--- src/rtl/sprite_descriptor_writer.sv ---
// Double-buffered sprite descriptor: game updates land in a shadow and reach the VGA side only at vsync.
// Optional macro ANIM_CYCLE_EN adds frame-stepped animation of the sprite ROM base address.
module sprite_descriptor_writer #(
  parameter int SPRITE_W   = 64,
  parameter int SPRITE_H   = 64,
  parameter int BASE_ADDR  = 0,
  parameter int NUM_FRAMES = 4,
  parameter int FRAME_DIV  = 8
) (
  input  logic        iVGA_CLK,
  input  logic        iRST,
  input  logic        iVS,
  input  logic        iUpdValid,
  output logic        oUpdReady,
  input  logic [9:0]  iX,
  input  logic [8:0]  iY,
  input  logic        iFacing,
  input  logic        iVisible,
  input  logic        iAnimRestart,
  output logic [63:0] oSpriteVGA,
  output logic        oFrameTick
);

  typedef enum logic {IDLE, PENDING} state_t;

  localparam logic [9:0] W_FIELD = 10'(SPRITE_W);
  localparam logic [8:0] H_FIELD = 9'(SPRITE_H);

  state_t      state;
  logic        vs_d;
  logic        frame_edge;
  logic [9:0]  sh_x;
  logic [8:0]  sh_y;
  logic        sh_facing;
  logic        sh_visible;
  logic        on_screen;
  logic [18:0] frame_base;

  assign frame_edge = vs_d & ~iVS;
  assign oUpdReady  = (state == IDLE) & ~iRST;
  assign on_screen  = (sh_x < 10'd640) && (sh_y < 9'd480);

`ifdef ANIM_CYCLE_EN
  logic       sh_restart;
  logic [3:0] anim_frame;
  logic [3:0] next_frame;
  logic [7:0] anim_div;
  logic [7:0] next_div;

  // Animation state as it will stand after this frame edge; a committed restart wins over stepping.
  always_comb begin
    next_frame = anim_frame;
    next_div   = anim_div;
    if (state == PENDING && sh_restart) begin
      next_frame = 4'd0;
      next_div   = 8'd0;
    end else if (anim_div == 8'(FRAME_DIV - 1)) begin
      next_div   = 8'd0;
      next_frame = (anim_frame == 4'(NUM_FRAMES - 1)) ? 4'd0 : anim_frame + 4'd1;
    end else begin
      next_div   = anim_div + 8'd1;
    end
    frame_base = 19'(BASE_ADDR + int'(next_frame) * SPRITE_W * SPRITE_H);
  end

  always_ff @(posedge iVGA_CLK or posedge iRST) begin
    if (iRST) begin
      anim_frame <= 4'd0;
      anim_div   <= 8'd0;
    end else if (frame_edge) begin
      anim_frame <= next_frame;
      anim_div   <= next_div;
    end
  end
`else
  logic unused_restart;
  assign unused_restart = iAnimRestart;
  assign frame_base     = 19'(BASE_ADDR);
`endif

  // Shadow capture and commit; the descriptor only moves on a vsync falling edge.
  always_ff @(posedge iVGA_CLK or posedge iRST) begin
    if (iRST) begin
      state      <= IDLE;
      vs_d       <= 1'b1;
      sh_x       <= '0;
      sh_y       <= '0;
      sh_facing  <= 1'b0;
      sh_visible <= 1'b0;
`ifdef ANIM_CYCLE_EN
      sh_restart <= 1'b0;
`endif
      oSpriteVGA <= '0;
      oFrameTick <= 1'b0;
    end else begin
      vs_d       <= iVS;
      oFrameTick <= frame_edge;
      if (frame_edge) begin
        oSpriteVGA[44:35] <= W_FIELD;
        oSpriteVGA[34:26] <= H_FIELD;
        oSpriteVGA[25:7]  <= frame_base;
      end
      case (state)
        IDLE: begin
          if (iUpdValid) begin
            sh_x       <= iX;
            sh_y       <= iY;
            sh_facing  <= iFacing;
            sh_visible <= iVisible;
`ifdef ANIM_CYCLE_EN
            sh_restart <= iAnimRestart;
`endif
            state      <= PENDING;
          end
        end
        PENDING: begin
          if (frame_edge) begin
            oSpriteVGA[63:54] <= sh_x;
            oSpriteVGA[53:45] <= sh_y;
            oSpriteVGA[6]     <= sh_facing;
            oSpriteVGA[5]     <= sh_visible & on_screen;
            state             <= IDLE;
          end
        end
        default: state <= IDLE;
      endcase
    end
  end

endmodule

--- config.mk ---
export PLATFORM = sky130hd
export DESIGN_NAME = sprite_descriptor_writer
export DESIGN_NICKNAME = d
export VERILOG_FILES = /design/src/rtl/sprite_descriptor_writer.sv
export SDC_FILE = /design/constraint.sdc
export NUM_CORES = 1
export LEC_CHECK = 0
export ABC_AREA = 0
export CAP_MARGIN = 10
export CORE_UTILIZATION = 39
export CTS_BUF_LIST = sky130_fd_sc_hd__clkbuf_4
export CTS_CLUSTER_SIZE = 10
export DETAILED_ROUTE_END_ITERATION = 6
export HOLD_SLACK_MARGIN = 0.15
export PLACE_DENSITY = 0.88
export RECOVER_POWER = 50
export SKIP_LAST_GASP = 1
export SYNTH_ARGS = -nofsm -noshare
export SYNTH_HDL_FRONTEND = slang
export SYNTH_SLANG_ARGS = --single-unit
--- constraint.sdc ---
create_clock -name iVGA_CLK -period 1.45 [get_ports iVGA_CLK]
set_clock_uncertainty 0.15 [all_clocks]
set_input_delay 0.29 -clock iVGA_CLK [delete_from_list [all_inputs] [get_ports iVGA_CLK]]
set_output_delay 0.29 -clock iVGA_CLK [all_outputs]
set_load 0.02 [all_outputs]
==> flow_metrics.tcl, run 1 <==
set metrics [dict create \
    cpPeakStageDelay_ns 0.40 \
    clk_pin_slew_ns 0.12 \
    dieWidth_um 74.0 \
    end_kind "register" \
    fin_area_um2 2450 \
    die_h_um 74.0 \
    ys_top_cells_by_area "dfrtp_1 56%, buf_4 16%, mux2_2 12%" \
    dr.pass1.iters 4 \
    antenna_found_initial 0 \
    worstSetupPathType "register to register" \
    drtIter0Drc 10 \
    clock-root-buffer "clkbuf_4" \
    drv_cap 0 \
    status "finished with violations" \
    wl_met1_um 1380 \
    clk_latency_ns 0.35 \
    hpwl_um 2330 \
    fin_nets 229 \
    num_antenna_cells 0 \
    first_global_vias 1095 \
    place_inst 262 \
    syn_to_final_growth_pct 21.0 \
    p_seq_share_pct 51.7 \
    ctsHoldBuffers 0 \
    crit_slowest_cell "dfrtp_1" \
    dpl_cell_area_um2 2510 \
    synth_cell_type_count 16 \
    path_buf_inv 2 \
    synth_area_per_cell_um2 14.0 \
    layout_setup_ws_ns -0.0404 \
    most-common-layout-cells "45 x dfrtp_1, 41 x conb_1, 24 x buf_2" \
    cp_max_fo 10 \
    placementRows 25 \
    hold_viol 0 \
    post_drt_wl_per_cell_um 12.1 \
    place.gp.congestion 0.657 \
    ys_warn_count 5 \
    numCtsBuffers 5 \
    crit_family "flip-flops" \
    grt_use_total_pct 13.1 \
    switching_power_mw 1.27 \
    drc 0 \
    setup-tns-final_ns -0.531 \
    synth_area_leader_cell "dfrtp_1" \
    p_leak_nw 1.13 \
    final_common_cell "dfrtp_1" \
    wl_met2_um 1590 \
    synth_top_area_share_pct 55.7 \
    netlist_instances 144 \
    critPathLaunchType "register" \
    core_region_area_um2 4850 \
    fin_util_pct 50.5 \
    setup_viol 32 \
    ys_seq_elements 46 \
    cts.sinks 46 \
    drive_gt1_share_pct 31.9 \
    fin_total_pwr_mw 3.67 \
    relSlewSlack_pct 58.6 \
    gr-total-overflow 0 \
    ant_nets 0 \
    crit_required_ns 1.54 \
    dieArea_um2 5480 \
    rsz0062_at_grt "yes" \
    final_max_slew_viol_count 0 \
    maxUsedRoutingLayer "met4" \
    yosysSeqAreaShare_pct 57.0 \
    wl_met3_um 282 \
    p_comb_share_pct 33.2 \
    viasPerCell 4.16 \
    finalNonFillerCells 271 \
    power.share.clock_pct 15.0 \
    power.share.switching_pct 34.7 \
    tightest_slew_ns 0.621 \
    grt_pass1_wl_um 5250 \
    p_int_mw 2.39 \
    worst_ep_arrival_time_ns 1.58 \
    max_freq_mhz 671 \
    io_buffers 49 \
    peakVddDrop_mv 0.941 \
    syn_area_um2 2020 \
    num_vias 1128 \
    cellPowerDensity_nw_per_um2 1500 \
    htree_num_levels 2 \
    drt_wl_total_um 3280 \
    start_util_pct 41.7 \
    ios 92 \
    fill_cells 470 \
    cts_max_path_buffers 2 \
    cp_cell_sequence "buf_4, nor2b_4, clkbuf_16, mux2_2" \
    violations "negative setup slack" \
    finalCriticalPeriod_ns 1.49 \
    cts_tree "yes" \
    min_path_type "register to register" \
    postCtsSetupRepairBufs 0 \
    grt_max_degree 27 \
    period_share_pct 103 \
]
## power groups by stage
stage                     Sequential, mW  Clock [mW]  Combinational (mW)
after detailed placement            1.94           0                1.48
after global routing                1.95       0.641                1.31
after CTS                           1.91       0.582                1.26
after floorplan                     2.21           0               0.562
final                               1.90       0.551                1.22
after global placement              1.92           0                1.45
## logic make-up (layout without fill, tap and decap cells)
logic type / count (synthesis) / count (layout) / share of synthesized area [%]
buffers and inverters: 47 / 67 / 17.0
DFF: 46 / 46 / 57.0
muxes: 41 / 41 / 22.8
and+or+nand+nor: 5 / 5 / 1.48
AOI/OAI and AO/OA: 4 / 4 / 1.55
other: 1 / 41 / 0.185
## flip-flops by register name, indices dropped and copies added, names as in the netlist
| register | cells |
|---|---|
| oSpriteVGA | 22 |
| sh_facing | 1 |
| state | 1 |
| sh_y | 9 |
| sh_visible | 1 |
| sh_x | 10 |
| oFrameTick | 1 |
| vs_d | 1 |
## routing by layer
layer / vias up / global-route usage [%]
li1: 523 / -
met1: 541 / 16.2
met2: 59 / 21.2
met3: 5 / 3.93
met4: 0 / 5.77
met5: - / 0
## synth_stat cells
library cell	count
dfrtp_1	45
buf_4	44
mux2_2	22
mux2_1	19
buf_2	2
nor2b_1	2
a32o_1	1
a41oi_1	1
conb_1	1
dfstp_2	1
inv_1	1
nand3b_1	1
nor2_1	1
o21a_1	1
o21ai_0	1
or2_2	1
## path summary, 6_finish.rpt
| kind | from | endpoint | slack, ns | cells past startpoint |
|---|---|---|---|---|
| hold / removal | sh_facing | oSpriteVGA[6] | 0.34 | 1 |
| max in group asynchronous | iRST | oSpriteVGA[63] | 0.33 | 4 |
| hold reg to reg | sh_facing | oSpriteVGA[6] | 0.34 | 1 |
| min in group asynchronous | iRST | oSpriteVGA[62] | 0.37 | 4 |
| setup / recovery | state | sh_y[3] | -0.04 | 4 |
| setup reg to reg | state | sh_y[3] | -0.04 | 4 |
## layout make-up
type	count	area, um^2	share of cell area (%)
multi-input combinational	91	692	28.3
timing repair buffer	58	464	19.0
clock buffer	5	37.5	1.53
tap	67	83.8	3.42
sequential	46	1150	47.1
clock inverter	3	11.3	0.460
inverter	1	7.51	0.307
## through the flow
step	setup slack [ns]	hold slack (ns)
after CTS	-0.0532	0.268
after detailed placement	-0.390	0.322
after global placement	-0.386	0.311
after global routing	-0.0968	0.370
after floorplan	0.0209	0.144
final	-0.0404	0.344
## worst reg2reg max path, cell delays in order (launching register included)
cell and delay, ns:
dfrtp_1 0.40, buf_4 0.15, nor2b_4 0.17, clkbuf_16 0.19, mux2_2 0.33
## timing repair
item                                    4_1_cts  5_1_grt
endpoints found under the setup margin       62       46
resized for setup                           100        5
pin swaps                                     0        1
gates cloned                                  0        1
Note: power is estimated with default switching activity, not from simulation.
==> inputs of run 2 (changes only) <==
Settings changed: CORE_MARGIN set to 4, CORE_UTILIZATION 39 to 46, PLACE_DENSITY 0.88 to 0.95.
Clock period 1.45 ns to 1.9 ns, I/O delays scaled along.
==> flow_metrics.tcl, run 2 (same netlist as run 1, synthesis figures left out) <==
set metrics [dict create \
    status "complete, no violations" \
    fin_nets 228 \
    cpPeakStageDelay_ns 0.60 \
    final_common_cell "dfrtp_1" \
    worstSetupPathType "register to primary output" \
    ios 92 \
    cellPowerDensity_nw_per_um2 1150 \
    post_drt_wl_per_cell_um 13.6 \
    dpl_cell_area_um2 2470 \
    dieArea_um2 5520 \
    cts.sinks 46 \
    whs_path_depth 1 \
    reg2reg_slack_ns 0.29 \
    crit_slowest_cell "clkdlybuf4s50_1" \
    viasPerCell 4.44 \
    cp_cell_sequence "clkdlybuf4s50_1" \
    syn_to_final_growth_pct 25.7 \
    p_int_mw 1.96 \
    drt_wl_total_um 3440 \
    fin_area_um2 2540 \
    clk_latency_ns 0.34 \
    ant_nets 0 \
    r2r.worst_path.cells 3 \
    drive_gt1_share_pct 17.7 \
    worst_ep_arrival_time_ns 1.29 \
    p_comb_share_pct 36.5 \
    pre_cts_ws_ns -0.149 \
    crit_required_ns 1.37 \
    dieWidth_um 74.3 \
    holdCritStartpoint "sh_facing" \
    multiInputGateArea_um2 677 \
    io_buffers 49 \
    numCtsBuffers 5 \
    drc 0 \
    end_kind "primary output" \
    hpwl_um 2670 \
    drtIter0Drc 58 \
    top_regs "oSpriteVGA x22, sh_x x10, sh_y x9" \
    p_leak_nw 1.32 \
    setup-tns-final_ns 0 \
    regArea_um2 1150 \
    place.gp.congestion 0.702 \
    antenna_found_initial 0 \
    hold_viol 0 \
    first_global_vias 1140 \
    die_h_um 74.3 \
    min_path_type "register to register" \
    placementRows 23 \
    grt_pass1_wl_um 5480 \
    ctsHoldBuffers 0 \
    reg2reg_to "sh_x[4]" \
    crit_family "buffers and inverters" \
    clock-root-buffer "clkbuf_4" \
    peakVddDrop_mv 0.646 \
    clk_pin_slew_ns 0.12 \
    hold_end "sh_facing" \
    layout_setup_ws_ns 0.0825 \
    power.share.clock_pct 14.0 \
    final_max_slew_viol_count 0 \
    num_antenna_cells 0 \
    num_vias 1123 \
    grt_max_degree 23 \
    fill_cells 340 \
    critPathLaunchType "register" \
    cts_tree "yes" \
    r2r_start "state" \
    critPathLaunch "oFrameTick" \
    relSlewSlack_pct 61.5 \
    power.share.switching_pct 32.8 \
    finalCriticalPeriod_ns 1.82 \
    gr-total-overflow 0 \
    start_util_pct 49.2 \
    tightest_slew_ns 0.577 \
    drv_cap 0 \
    largest_register_ff_count 22 \
    period_share_pct 95.7 \
    cp_max_fo 1 \
    grt_use_total_pct 13.5 \
    core_region_area_um2 4120 \
    rsz0062_at_grt "no" \
    dr.pass1.iters 2 \
    most-common-layout-cells "45 x dfrtp_1, 41 x conb_1, 24 x clkdlybuf4s50_1" \
    path_buf_inv 1 \
    top_register "oSpriteVGA" \
    place_inst 245 \
    max_freq_mhz 550 \
    htree_num_levels 2 \
    switching_power_mw 0.954 \
    setup_viol 0 \
    p_seq_share_pct 49.5 \
    finalNonFillerCells 253 \
    cts_max_path_buffers 2 \
]
[run 2: area by class of cell]
cell class              count  area share [%]
flip-flops and latches     46            45.3
multi-input cells          91            26.6
repair buffers             57            23.5
well taps                  50            2.46
clock buffers               5            1.48
clock inverters             3           0.443
inverters                   1           0.148
[run 2: timing repair]
item / in CTS / in global routing
setup buffers: 0 / 0
endpoints found under the setup margin: 1 / 23
resized for setup: 1 / 23
hold endpoints to repair: 0 / 0
[run 2: power by group through the flow]
| stage | registers (mW) | logic [mW] | clock network (mW) |
|---|---|---|---|
| 3_5_place_dp | 1.48 | 1.13 | 0 |
| 4_1_cts | 1.46 | 1.13 | 0.435 |
| 3_3_place_gp | 1.46 | 1.10 | 0 |
| 6_report | 1.44 | 1.06 | 0.407 |
| 2_1_floorplan | 1.68 | 0.428 | 0 |
| 5_1_grt | 1.49 | 1.14 | 0.497 |
[run 2: metrics by stage]
step | power, mW | hold WS (ns) | utilization [%]
finish | 2.91 | 0.344 | 61.8
global placement | 2.56 | 0.310 | 60.1
global route | 3.13 | 0.367 | 61.8
CTS | 3.02 | 0.271 | 61.3
floorplan | 2.11 | 0.234 | -
detailed placement | 2.60 | 0.320 | 60.1
[run 2: worst reg2reg max path, stage by stage, from the launching register on]
cell      delay, ns
dfrtp_1        0.44
nor2b_1        0.16
clkbuf_2       0.37
mux2_2         0.39
[run 2: how the worst max path moves through the flow]
stage,cells past startpoint,to,slack (ns)
floorplan,1,oFrameTick,0.28
global placement,3,oUpdReady,-0.12
detailed placement,3,oUpdReady,-0.15
CTS,1,oSpriteVGA[32],0.005
global route,1,oFrameTick,0.005
finish,1,oFrameTick,0.08
[run 2: routing by layer]
metal | vias up | routed length [um] | global-route usage (%) | part of all wire [%]
met5 | - | 0 | 0 | 0
met4 | 0 | 17 | 4.15 | 0.49
met3 | 4 | 370 | 5.68 | 11
met2 | 57 | 1660 | 21.2 | 48
met1 | 544 | 1390 | 17.2 | 41
li1 | 518 | - | - | -
